==> config.mk <==
export PLATFORM = sky130hd
export DESIGN_NAME = usbf_ssram_arb
export DESIGN_NICKNAME = d
export VERILOG_FILES = /design/src/rtl/usbf_ssram_arb_pkg.sv /design/src/rtl/usbf_ssram_arb.sv
export SDC_FILE = /design/constraint.sdc
export NUM_CORES = 1
export LEC_CHECK = 0
export ABC_AREA = 1
export BUFFER_PORTS_ARGS = -buffer_cell sky130_fd_sc_hd__clkbuf_2
export CORE_AREA = 2 2 95 97
export CTS_CLUSTER_DIAMETER = 80
export DETAILED_ROUTE_END_ITERATION = 10
export DIE_AREA = 0 0 97 99
export GPL_ROUTABILITY_DRIVEN = 0
export REMOVE_ABC_BUFFERS = 1
export SYNTH_ARGS = -nofsm -noshare
export SYNTH_HDL_FRONTEND = slang
export SYNTH_SLANG_ARGS = --single-unit
==> constraint.sdc <==
create_clock -name clk -period 1 [get_ports clk]
set_input_delay 0.05 -clock clk [delete_from_list [all_inputs] [get_ports clk]]
set_output_delay 0.05 -clock clk [all_outputs]
set_load 0.03 [all_outputs]
==> src/rtl/usbf_ssram_arb_pkg.sv <==
// Shared types for the SSRAM arbiter between the IDMA and the Wishbone slave port.
// Arbiter states are one-hot so each state decode is a single flop.
package usbf_ssram_arb_pkg;

  typedef enum logic [2:0] {
    ST_IDLE  = 3'b001,
    ST_W_ACC = 3'b010,
    ST_W_ACK = 3'b100
  } arb_state_t;

  // Returns {write_strobe, read_strobe} for a granted access.
  function automatic logic [1:0] sram_strobes(input logic grant, input logic we);
    return {grant & we, grant & ~we};
  endfunction

endpackage

==> src/rtl/usbf_ssram_arb.sv <==
// Arbitrates one single-port SSRAM between the IDMA (priority) and the Wishbone slave,
// with a bounded-wait counter that forces a Wishbone grant after MAX_WAIT lost cycles.
module usbf_ssram_arb
  import usbf_ssram_arb_pkg::*;
#(
  parameter int SSRAM_HADR = 14,
  parameter int MAX_WAIT   = 4,
  parameter int CNT_W      = 3
) (
  input  logic                  clk,
  input  logic                  rst,
  input  logic [SSRAM_HADR:0]   madr,
  input  logic [31:0]           mdout,
  output logic [31:0]           mdin,
  input  logic                  mwe,
  input  logic                  mreq,
  output logic                  mack,
  input  logic [SSRAM_HADR:0]   wb_adr,
  input  logic [31:0]           wb_din,
  output logic [31:0]           wb_dout,
  input  logic                  wb_we,
  input  logic                  wb_req,
  output logic                  wb_ack,
  output logic [SSRAM_HADR:0]   sram_adr,
  output logic [31:0]           sram_dout,
  input  logic [31:0]           sram_din,
  output logic                  sram_we,
  output logic                  sram_re
);

  arb_state_t       state_q, state_d;
  logic [CNT_W-1:0] wait_cnt_q, wait_cnt_d;
  logic             wb_ack_q, wb_ack_d;
  logic             wb_forced;
  logic             idma_grant;
  logic             wb_grant;
  logic [1:0]       strobes;

  always_comb begin
    wb_forced  = wb_req && (wait_cnt_q == CNT_W'(MAX_WAIT));
    idma_grant = 1'b0;
    wb_grant   = 1'b0;
    state_d    = state_q;
    wait_cnt_d = wait_cnt_q;
    wb_ack_d   = 1'b0;

    case (state_q)
      ST_IDLE: begin
        if (mreq && !wb_forced) begin
          idma_grant = 1'b1;
          if (wb_req && (wait_cnt_q != CNT_W'(MAX_WAIT))) begin
            wait_cnt_d = wait_cnt_q + CNT_W'(1);
          end
        end else if (wb_req) begin
          state_d    = ST_W_ACC;
          wait_cnt_d = '0;
        end
      end
      ST_W_ACC: begin
        wb_grant = 1'b1;
        wb_ack_d = 1'b1;
        state_d  = ST_W_ACK;
      end
      ST_W_ACK: begin
        // The pending WB access was just served, so only the IDMA can be granted here.
        idma_grant = mreq;
        state_d    = ST_IDLE;
      end
      default: begin
        state_d = ST_IDLE;
      end
    endcase

    if (!wb_req) begin
      wait_cnt_d = '0;
    end

    // Strobes and grant are combinational, so hold them quiet while reset is asserted.
    if (!rst) begin
      idma_grant = 1'b0;
      wb_grant   = 1'b0;
    end

    strobes = wb_grant ? sram_strobes(1'b1, wb_we) : sram_strobes(idma_grant, mwe);
  end

  assign mack      = idma_grant;
  assign sram_we   = strobes[1];
  assign sram_re   = strobes[0];
  assign sram_adr  = (state_q == ST_W_ACC) ? wb_adr : madr;
  assign sram_dout = (state_q == ST_W_ACC) ? wb_din : mdout;
  assign mdin      = sram_din;
  assign wb_dout   = sram_din;
  assign wb_ack    = wb_ack_q;

  always_ff @(posedge clk) begin
    if (!rst) begin
      state_q    <= ST_IDLE;
      wait_cnt_q <= '0;
      wb_ack_q   <= 1'b0;
    end else begin
      state_q    <= state_d;
      wait_cnt_q <= wait_cnt_d;
      wb_ack_q   <= wb_ack_d;
    end
  end

endmodule

# Yosys cells after proc, flatten, opt, wreduce, memory -nomap -nowiden
# Cells that the tools add are included.
dict set report classes {
  add_sub_neg 1
  n_eq_ne 8
  bitwise_logic 4
  reduce_logical 7
  mux 13
}
# cell count
set op_table {}
lappend op_table {{2-to-1 mux 32 bit} 1}
lappend op_table {{2-to-1 mux 15 bit} 1}
lappend op_table {{2-to-1 mux 3 bit} 4}
lappend op_table {{== test 3 bit (second input constant)} 2}
lappend op_table {{case mux 3 bit (2 select lines)} 1}
lappend op_table {{AND reduction 2 bit} 3}
lappend op_table {{2-to-1 mux 1 bit} 4}
lappend op_table {{!= test 2 bit (second input constant)} 2}
lappend op_table {{adder 3 x 1 -> 3 bit (second input constant)} 1}
lappend op_table {{== test 3 x 1 -> 1 bit (second input constant)} 1}
lappend op_table {{== test 3 x 2 -> 1 bit (second input constant)} 1}
lappend op_table {{logical AND 1 bit} 3}
lappend op_table {{!= test 3 bit (second input constant)} 1}
lappend op_table {{AND 1 bit} 2}
lappend op_table {{2-to-1 mux 2 bit} 1}
lappend op_table {{!= test 2 x 1 -> 1 bit (second input constant)} 1}
lappend op_table {{inverter 1 bit} 2}
lappend op_table {{case mux 1 bit (2 select lines)} 1}
lappend op_table {{logical NOT 1 bit} 1}
dict set report word_totals {
  elab_cells 36
  reg_bits 7
}

# Logic depth before layout (Yosys ltp)
# Gate-level depths: netlist of run 1.
dict set report logic_depth {
  ltp_word 9
  depth_mapped 7
}

# Least setup slack after synthesis of run 1
# No wires, ideal clock.
dict set report synth_path {
  path_kind {flip-flop to output port}
  from {reg wait_cnt_q[0]}
  to {out sram_re}
  arrival_ns 1.571
  setup_slack_ns -0.621
  path_stages_with_launch 8
  path_cell_list {dfxtp_1 > inv_1 > ha_1 > nand3_1 > nand2_1 > o21ai_1 > nand2_1 > nand2_1}
}
dict set report synth_via {
  elab_chain_len 9
}
# element line_no
set synth_rtl {}
lappend synth_rtl {{start, declared} usbf_ssram_arb.sv:32} ;# logic [CNT_W-1:0] wait_cnt_q, wait_cnt_d;
lappend synth_rtl {{start signal, assigned} usbf_ssram_arb.sv:103} ;# wait_cnt_q <= wait_cnt_d;
lappend synth_rtl {{== test 3 bit} usbf_ssram_arb.sv:40} ;# wb_forced = wb_req && (wait_cnt_q == CNT_W'(MAX_WAIT));
lappend synth_rtl {{logical AND 1 bit} usbf_ssram_arb.sv:40}
lappend synth_rtl {{logical NOT 1 bit} usbf_ssram_arb.sv:49} ;# if (mreq && !wb_forced) begin
lappend synth_rtl {{logical AND 1 bit} usbf_ssram_arb.sv:49}
lappend synth_rtl {{2-to-1 mux 1 bit} usbf_ssram_arb.sv:49}
lappend synth_rtl {{case mux 1 bit (2 select lines)} usbf_ssram_arb.sv:47} ;# case (state_q)
lappend synth_rtl {{2-to-1 mux 1 bit} usbf_ssram_arb.sv:79} ;# if (!rst) begin
lappend synth_rtl {{via mack} usbf_ssram_arb.sv:17} ;# output logic mack,
lappend synth_rtl {{AND 1 bit} usbf_ssram_arb_pkg.sv:13} ;# return {grant & we, grant & ~we};
lappend synth_rtl {{2-to-1 mux 2 bit} usbf_ssram_arb.sv:84} ;# strobes = wb_grant ? sram_strobes(1'b1, wb_we) : sram_strobes(idma_grant, mwe);
lappend synth_rtl {{end, declared} usbf_ssram_arb.sv:28} ;# output logic sram_re
# The timed path passes the listed nets, and every way through them passes these cells.

# Final worst setup path of run 1
dict set report layout_path {
  from {reg state_q[2]}
  to {out sram_dout[24]}
}
dict set report layout_via {
  elab_chain_len 2
}
# element line_no
set layout_rtl {}
lappend layout_rtl {{start, declared} usbf_ssram_arb.sv:31} ;# arb_state_t state_q, state_d;
lappend layout_rtl {{start signal, assigned} usbf_ssram_arb.sv:102} ;# state_q <= state_d;
lappend layout_rtl {{== test 3 x 2 -> 1 bit} usbf_ssram_arb.sv:91} ;# assign sram_dout = (state_q == ST_W_ACC) ? wb_din : mdout;
lappend layout_rtl {{2-to-1 mux 32 bit} usbf_ssram_arb.sv:91}
lappend layout_rtl {{end, declared} usbf_ssram_arb.sv:25} ;# output logic [31:0] sram_dout,
# No other way between the ends.

==> results of run 1 <==
-- through the flow --
step                      TNS [ns]  setup WS (ns)  instance area (sq um)  power [mW]  instances
final                       -20.15         -0.430                   2770        1.79        489
after detailed placement     -9.35         -0.394                   2020        1.11        471
after global routing        -23.88         -0.518                   2770        1.90        489
after CTS                   -18.71         -0.435                   2490        1.71        479
after floorplan             -38.41         -0.988                   1020       0.742        203
after global placement       -7.51         -0.326                   2020        1.10        471
-- cell families (layout without fill, tap and decap cells) --
group / count (synthesis) / count (layout)
flops: 7 / 7
buf+inv: 134 / 238
compound gates: 50 / 50
fa+ha+maj: 2 / 2
simple gates: 84 / 84
-- area by class of cell --
cell class	instances	share of cell area [%]
timing repair buffer	174	49.6
inverter	60	8.13
sequential	7	5.28
clock buffer	3	1.49
multi-input combinational	136	30.5
clock inverter	1	0.181
tap	108	4.88
-- cell usage after synthesis --
cell type / n / area, sq um
nand2_1: 69 / 259
ha_1: 2 / 25.0
a21boi_1: 1 / 7.51
nor2_1: 8 / 30.0
clkbuf_2: 1 / 5.00
inv_1: 60 / 225
buf_8: 5 / 75.1
buf_2: 4 / 20.0
o21ai_1: 33 / 165
nor2_4: 1 / 11.3
nand3_1: 4 / 20.0
o21ai_0: 7 / 35.0
a21oi_1: 1 / 5.00
dfxtp_1: 7 / 140
nor3_1: 1 / 5.00
nand3b_4: 1 / 20.0
buf_4: 64 / 480
o21ai_2: 8 / 70.1
-- routing by layer --
metal	routed length (um)	share of wire (%)	vias to the layer above	global-route usage, %
met3	2230	23	13	20.1
li1	-	-	964	-
met4	64	0.67	4	2.06
met5	82	0.86	-	6.15
met2	4540	48	211	29.5
met1	2640	28	868	14.0
-- flip-flops by register name (all words and copies together), names as in the netlist --
name        flops
state_q         3
wait_cnt_q      3
wb_ack          1
-- report_power, final --
group          leakage (nW)  internal, mW  total, mW  switching [mW]
Sequential           0.0583         0.290      0.297         0.00620
Clock                0.0255         0.271      0.413           0.142
Combinational          1.61         0.515       1.08           0.565
-- worst max-delay path: cells and delay by family, from the launching register on --
kind	cells	cell delay (ns)
buf+inv	4	0.57
simple gates	2	0.14
compound gates	1	0.08
flops	1	0.34
-- timing repair --
item / 4_1_cts / 5_1_grt
gates cloned: 0 / 5
pin swaps: 13 / 7
gates resized for setup: 115 / 64
endpoints found under the setup margin: 56 / 56
setup buffers: 6 / 5
-- final timing paths --
kind / endpoint / cells past startpoint / slack, ns
hold reg to reg: state_q[1]$_SDFFE_PN0P_ / 3 / 0.58
setup reg to reg: wait_cnt_q[2]$_SDFFE_PN0P_ / 9 / -0.22
setup / recovery: sram_dout[24] / 7 / -0.43
hold / removal: wb_dout[21] / 0 / 0.10
==> results.yml, run 1 <==
hold_path:
  hold_path_class: "primary input to output port"
  min_from: "sram_din[21]"
finish:
  final_common_cell: "clkbuf_2"
  final_nets: 516
  final_cell_mix: "clkbuf_2, inv_1, nand2_1"
  seq_area_sq_um: 146
  diodes: 0
  multi_input_area_sq_um: 845
  area_growth_syn_to_layout_pct: 73.3
  final_core_util_pct: 32.4
  drive_gt1_share_pct: 63.3
  fillers: 917
timing:
  min_period_ns: 1.43
  final.period_utilization_pct: 143
  clock_skew_ns: 0.00232
  layout_setup_ws_ns: -0.430
  relSlewSlack_pct: 89.0
  slew_violations: 0
  setup_violations: 56
  fin_hold_ws_ns: 0.100
  hold_violations: 0
  fmax_mhz: 699
  tightest_slew_ns: 0.165
  rsz0062_at_grt: "true"
outcome:
  failed_checks: "negative setup slack"
  status: "finished, violations left"
power:
  p_per_area_nw_per_um2: 646
  ir_worst_vdd_mv: 0.275
  leakage_nw: 1.70
synth:
  avgSynthCellArea_sq_um: 5.77
  synthCells: 277
  syn_area_sq_um: 1600
  ys_ff_latch: 7
  synth_xor_area_share_pct: 0
  muxShareOfSynthArea_pct: 0
  synth_compound_area_share_pct: 17.7
  ys_warn_count: 0
  ys_seq_area_share_pct: 8.76
  yosysUniqueCellTypes: 18
  synth-simple-area-share_pct: 21.6
  synth_fa_ha_area_share_pct: 1.56
  synth_top_family_by_area: "buffers and inverters"
job:
  drv_cap: 0
placement:
  port_buffers: 150
  hpwl_um: 7990
clock_network:
  cts_max_level: 1
  root_buffer: "clkbuf_8"
  cts_sinks: 7
  cts.clk_slew.worst_paths_ns: 0.04
  clock_path_buffers: 2
  clk_latency_ns: 0.23
  ctsHoldBuffers: 0
  cts_buffers: 3
  cts_tree: "built"
routing:
  post-route-drc-count: 0
  routedWlPerCell_um: 19.6
  drt-total-wl_um: 9560
  routed-via-count: 2060
  drt_pass1_iterations: 4
  drt_iter0_markers: 32
  postRouteAntennaNets: 0
  vias_per_cell: 4.21
critical_path:
  arrival_ns: 1.38
  cp_slowest_stage_delay_ns: 0.34
  critical_path.max_fanout: 18
  critPathSlowestCell: "dfxtp_2"
  required_ns: 0.95
  reg2reg_from: "wait_cnt_q[1]$_SDFFE_PN0P_"
  critPathLaunch: "state_q[2]$_SDFFE_PN0P_"
  cp_cell_sequence: "inv_2, nand3b_4, buf_12, clkbuf_16, nand2_1, o21ai_1, buf_4"
  startpoint_type: "register"
  end_kind: "output port"
  path_class: "register to output port"
floorplan:
  core_sq_um: 8550
  die_h_um: 99
  die_w_um: 97
  initial_core_util_pct: 18.7
  placement_rows: 34
  die-area_sq_um: 9600
  io_pins: 247
global_route:
  grt_max_degree: 38
  grt_pass1_vias: 1951
  grtUsageTotal_pct: 17.7
  antenna_found_initial: 1
  grt_pass1_wl_um: 12300
  overflow: 0
Note: power is estimated with default switching activity, not from simulation.
==> run 2: changes to the inputs <==
--- a/config.mk
+++ b/config.mk
@@ -7,11 +7,13 @@
 export LEC_CHECK = 0
 export ABC_AREA = 1
 export BUFFER_PORTS_ARGS = -buffer_cell sky130_fd_sc_hd__clkbuf_2
-export CORE_AREA = 2 2 95 97
+export CORE_ASPECT_RATIO = 0.5
+export CORE_MARGIN = 5
+export CORE_UTILIZATION = 27
 export CTS_CLUSTER_DIAMETER = 80
 export DETAILED_ROUTE_END_ITERATION = 10
-export DIE_AREA = 0 0 97 99
 export GPL_ROUTABILITY_DRIVEN = 0
+export PLACE_DENSITY = 0.79
 export REMOVE_ABC_BUFFERS = 1
 export SYNTH_ARGS = -nofsm -noshare
 export SYNTH_HDL_FRONTEND = slang
==> run 2 against run 1 <==
The flow still finishes with violations (negative setup slack). Via count up 7.0%. Critical path depth unchanged. Clock power up 71%. Non-clock buffer count up 11. Count of clock-buffer cells in the layout unchanged. First-iteration DRC count rose to 2.6 times the previous value. Sequential cell count unchanged. Worst hold slack about the same. Critical path type unchanged.
==> results.yml, run 2 (synthesized netlist as in run 1, its figures left out) <==
outcome:
  status: "finished, violations left"
  failed_checks: "negative setup slack"
timing:
  fmax_mhz: 674
  setup_violations: 56
  clock_skew_ns: 0.00106
  slew_violations: 0
  hold_violations: 0
  tightest_slew_ns: 0.247
  fin_hold_ws_ns: 0.100
  rsz0062_at_grt: "true"
  relSlewSlack_pct: 83.5
  layout_setup_ws_ns: -0.484
  min_period_ns: 1.48
  final.period_utilization_pct: 148
finish:
  diodes: 0
  area_growth_syn_to_layout_pct: 102
  final_common_cell: "clkbuf_2"
  final_core_util_pct: 57.6
  final_cell_mix: "clkbuf_2, inv_1, nand2_1"
  final_nets: 528
  fillers: 503
  drive_gt1_share_pct: 72.5
  finalNonFillerCells: 466
  design_area_sq_um: 3230
critical_path:
  path_class: "register to output port"
  r2r_cells: 6
  crit_family: "buffers and inverters"
  required_ns: 0.95
  critPathSlowestCell: "dfxtp_4"
  r2r_end: "state_q[0]$_SDFFE_PN1P_"
  reg2reg_from: "state_q[2]$_SDFFE_PN0P_"
  startpoint_type: "register"
  end_kind: "output port"
  critical_path.max_fanout: 5
  path_buf_inv: 4
  r2r_slack_ns: -0.20
  arrival_ns: 1.43
  cp_cell_sequence: "inv_4, nand3b_4, buf_12, clkbuf_16, nand2_2, o21ai_1, buf_4"
  cp_slowest_stage_delay_ns: 0.35
clock_network:
  ctsHoldBuffers: 0
  clk_latency_ns: 0.23
  cts_sinks: 7
  cts.clk_slew.worst_paths_ns: 0.04
  root_buffer: "clkbuf_16"
  cts_buffers: 3
  cts_max_level: 1
  cts_tree: "built"
  clock_path_buffers: 2
floorplan:
  die_h_um: 64.4
  initial_core_util_pct: 28.5
  placement_rows: 19
  io_pins: 247
  die_w_um: 119
  die-area_sq_um: 7650
  core_sq_um: 5610
global_route:
  grt_max_degree: 23
  grt_pass1_wl_um: 13700
  overflow: 0
  grtUsageTotal_pct: 25.0
  antenna_found_initial: 0
  grt_pass1_vias: 2160
placement:
  hpwl_um: 8370
  port_buffers: 150
  dpl_cell_area_sq_um: 2000
  place_inst: 441
hold_path:
  hold_path_class: "primary input to output port"
  hold_depth: 0
  hold_end: "mdin[28]"
  min_from: "sram_din[28]"
routing:
  drt-total-wl_um: 11200
  routedWlPerCell_um: 24.1
  postRouteAntennaNets: 0
  vias_per_cell: 4.73
  routed-via-count: 2205
  drt_pass1_iterations: 4
  drt_iter0_markers: 82
  post-route-drc-count: 0
job:
  drv_cap: 0
power:
  leakage_nw: 1.85
  ir_worst_vdd_mv: 0.357
  p_per_area_nw_per_um2: 693
  p_total_mw: 2.24
==> run 2: cell count changes in the layout (fill, tap and decap cells not counted), sizes merged <==
cell    before  now
buf         48   65
clkbuf     129  123
nand3b       1    2
==> run 2: per-layer routing <==
metal	wire [um]	GRT usage, %	vias up	share of wire, %
li1	-	-	998	-
met1	3500	22.6	1024	31
met2	5660	44.8	152	50
met3	1600	16.9	29	14
met4	401	8.66	2	3.6
met5	70	8.75	-	0.62
==> run 2: timing repair <==
action / in CTS / in global routing
setup endpoints to repair: 56 / 56
hold endpoints to repair: 0 / 0
buffers inserted: 7 / 10
gates resized for setup: 141 / 122
pin swaps: 4 / 16
cloned: 6 / 2
==> run 2: final cells by class <==
type / count / area [sq um] / share of cell area, %
inverter: 60 / 228 / 7.05
clock inverter: 1 / 5.00 / 0.155
timing repair buffer: 185 / 1560 / 48.2
sequential: 7 / 149 / 4.61
clock buffer: 3 / 75.1 / 2.32
multi-input combinational: 137 / 1130 / 34.9
tap: 73 / 91.3 / 2.83
==> run 2: report_power, final <==
| group | switching [mW] | internal [mW] | total [mW] |
|---|---|---|---|
| Clock | 0.178 | 0.527 | 0.705 |
| Combinational | 0.651 | 0.585 | 1.24 |
| Sequential | 0.00865 | 0.288 | 0.297 |
==> run 2: worst max-delay path by stage <==
stage,start,to,slack [ns],cells past startpoint
after floorplan,state_q[2]$_SDFFE_PN0P_,sram_adr[0],-0.99,3
after global placement,wait_cnt_q[0]$_SDFFE_PN0P_,sram_re,-0.30,8
after detailed placement,wait_cnt_q[0]$_SDFFE_PN0P_,sram_re,-0.35,8
after CTS,state_q[2]$_SDFFE_PN0P_,sram_dout[24],-0.45,6
after global routing,wait_cnt_q[0]$_SDFFE_PN0P_,sram_we,-0.54,8
final,state_q[2]$_SDFFE_PN0P_,sram_dout[10],-0.48,7
==> run 2: per-stage QoR <==
| step | setup WS, ns | TNS [ns] |
|---|---|---|
| 3_3_place_gp | -0.297 | -8.10 |
| 3_5_place_dp | -0.348 | -9.16 |
| 4_1_cts | -0.449 | -21.10 |
| 2_1_floorplan | -0.988 | -38.41 |
| 6_report | -0.484 | -22.07 |
| 5_1_grt | -0.543 | -24.14 |
==> run 3: changes to the inputs <==
--- a/config.mk
+++ b/config.mk
@@ -13,7 +13,7 @@
 export CTS_CLUSTER_DIAMETER = 80
 export DETAILED_ROUTE_END_ITERATION = 10
 export GPL_ROUTABILITY_DRIVEN = 0
-export PLACE_DENSITY = 0.79
+export PLACE_DENSITY_LB_ADDON = 0.3
 export REMOVE_ABC_BUFFERS = 1
 export SYNTH_ARGS = -nofsm -noshare
 export SYNTH_HDL_FRONTEND = slang
==> run 3 against run 2 <==
The run still ends with negative setup slack left. Via count is 5.7% lower. Setup slack gained 0.069 ns. Largest power group unchanged. Critical path depth down 1. Largest cell class unchanged.
==> results.yml, run 3 (synthesized netlist as in run 1, its figures left out) <==
outcome:
  status: "finished, violations left"
  failed_checks: "negative setup slack"
clock_network:
  root_buffer: "clkbuf_16"
  cts_buffers: 3
  cts_tree: "built"
  ctsHoldBuffers: 0
  cts.clk_slew.worst_paths_ns: 0.04
  clk_latency_ns: 0.23
  cts_sinks: 7
  clock_path_buffers: 2
  cts_max_level: 1
critical_path:
  path_class: "register to output port"
  r2r_slack_ns: -0.17
  required_ns: 0.95
  startpoint_type: "register"
  arrival_ns: 1.37
  critical_path.max_fanout: 5
  reg2reg_from: "wait_cnt_q[0]$_SDFFE_PN0P_"
  critPathLaunch: "state_q[1]$_SDFFE_PN0P_"
  r2r_cells: 8
  end_kind: "output port"
  r2r_end: "wait_cnt_q[0]$_SDFFE_PN0P_"
finish:
  finalNonFillerCells: 457
  area_growth_syn_to_layout_pct: 75.6
  final_common_cell: "clkbuf_2"
  final_core_util_pct: 50.0
  diodes: 0
  final_nets: 519
  drive_gt1_share_pct: 63.3
  final_cell_mix: "clkbuf_2, inv_1, nand2_1"
global_route:
  grt_pass1_wl_um: 11900
  grt_pass1_vias: 1954
  antenna_found_initial: 0
  grt_max_degree: 34
  grtUsageTotal_pct: 21.2
  overflow: 0
timing:
  tns_ns: -18.83
  slew_violations: 0
  final.period_utilization_pct: 142
  min_period_ns: 1.42
  setup_violations: 55
  fmax_mhz: 707
  clock_skew_ns: 0.00149
  rsz0062_at_grt: "true"
  tightest_slew_ns: 0.186
  layout_setup_ws_ns: -0.415
  hold_violations: 0
  relSlewSlack_pct: 87.6
floorplan:
  placement_rows: 19
  die_h_um: 64.4
  initial_core_util_pct: 28.5
  core_sq_um: 5610
  io_pins: 247
  die-area_sq_um: 7650
  die_w_um: 119
power:
  switching_power_mw: 0.736
  clockPowerShare_pct: 33.2
  switching_share_pct: 35.6
  leakage_nw: 1.71
  p_per_area_nw_per_um2: 735
  ir_worst_vdd_mv: 0.430
  seqPwrFrac_pct: 14.6
  p_total_mw: 2.06
  intPower_mw: 1.33
  power_frac_comb_pct: 52.2
job:
  drv_cap: 0
routing:
  drt_iter0_markers: 76
  routedWlPerCell_um: 20.9
  routed-via-count: 2079
  vias_per_cell: 4.55
  drt_pass1_iterations: 4
  postRouteAntennaNets: 0
  drt-total-wl_um: 9530
  post-route-drc-count: 0
hold_path:
  hold_end: "mdin[25]"
  min_from: "sram_din[25]"
  hold_path_class: "primary input to output port"
  hold_depth: 0
placement:
  place_inst: 438
  port_buffers: 150
  hpwl_um: 7660
-- run 3: power by group through the flow --
stage	clock network, mW	logic, mW	registers [mW]
after floorplan	0	0.443	0.299
after global placement	0	0.796	0.299
after detailed placement	0	0.800	0.299
after CTS	0.693	0.949	0.299
after global routing	0.719	1.16	0.303
final	0.685	1.08	0.302
-- run 3: final cells by class --
type | instances | area, sq um
Timing Repair Buffer | 175 | 1330
Fill cell | 587 | 2800
Sequential cell | 7 | 149
Tap cell | 73 | 91.3
Inverter | 60 | 230
Clock buffer | 4 | 78.8
Multi-Input combinational cell | 138 | 928
-- run 3: worst max path at each step --
stage               cells after the start       endpoint  slack (ns)
floorplan                               3    sram_adr[0]       -0.99
global placement                        8        sram_we       -0.27
detailed placement                      8        sram_we       -0.30
CTS                                     5  sram_dout[30]       -0.45
global route                            6        sram_we       -0.49
finish                                  6        sram_we       -0.42
-- run 3: critical path, cell delays in order (launching register included) --
cell     delay [ns]
dfxtp_4        0.38
nor2_2         0.15
nand3_2        0.13
o21ai_2        0.18
nand2_1        0.09
nand2_2        0.08
buf_8          0.12
-- run 3: repair_timing --
action,4_1_cts,5_1_grt
gates resized for setup,97,105
setup endpoints to repair,55,55
pin swaps,13,19
gates cloned,2,6
setup buffers,3,6
-- run 3: metrics by stage --
step	hold slack (ns)	cell area, sq um	setup WS (ns)
floorplan	0.100	1020	-0.988
global placement	0.100	1980	-0.269
detailed placement	0.100	1980	-0.301
CTS	0.100	2420	-0.445
global route	0.100	2810	-0.487
finish	0.100	2810	-0.415
-- run 3: metal layers --
layer / vias up / GRT usage, % / routed length, um
li1: 977 / - / -
met1: 913 / 18.8 / 3060
met2: 171 / 34.6 / 4410
met3: 16 / 20.1 / 1840
met4: 2 / 4.76 / 142
met5: - / 10.0 / 69
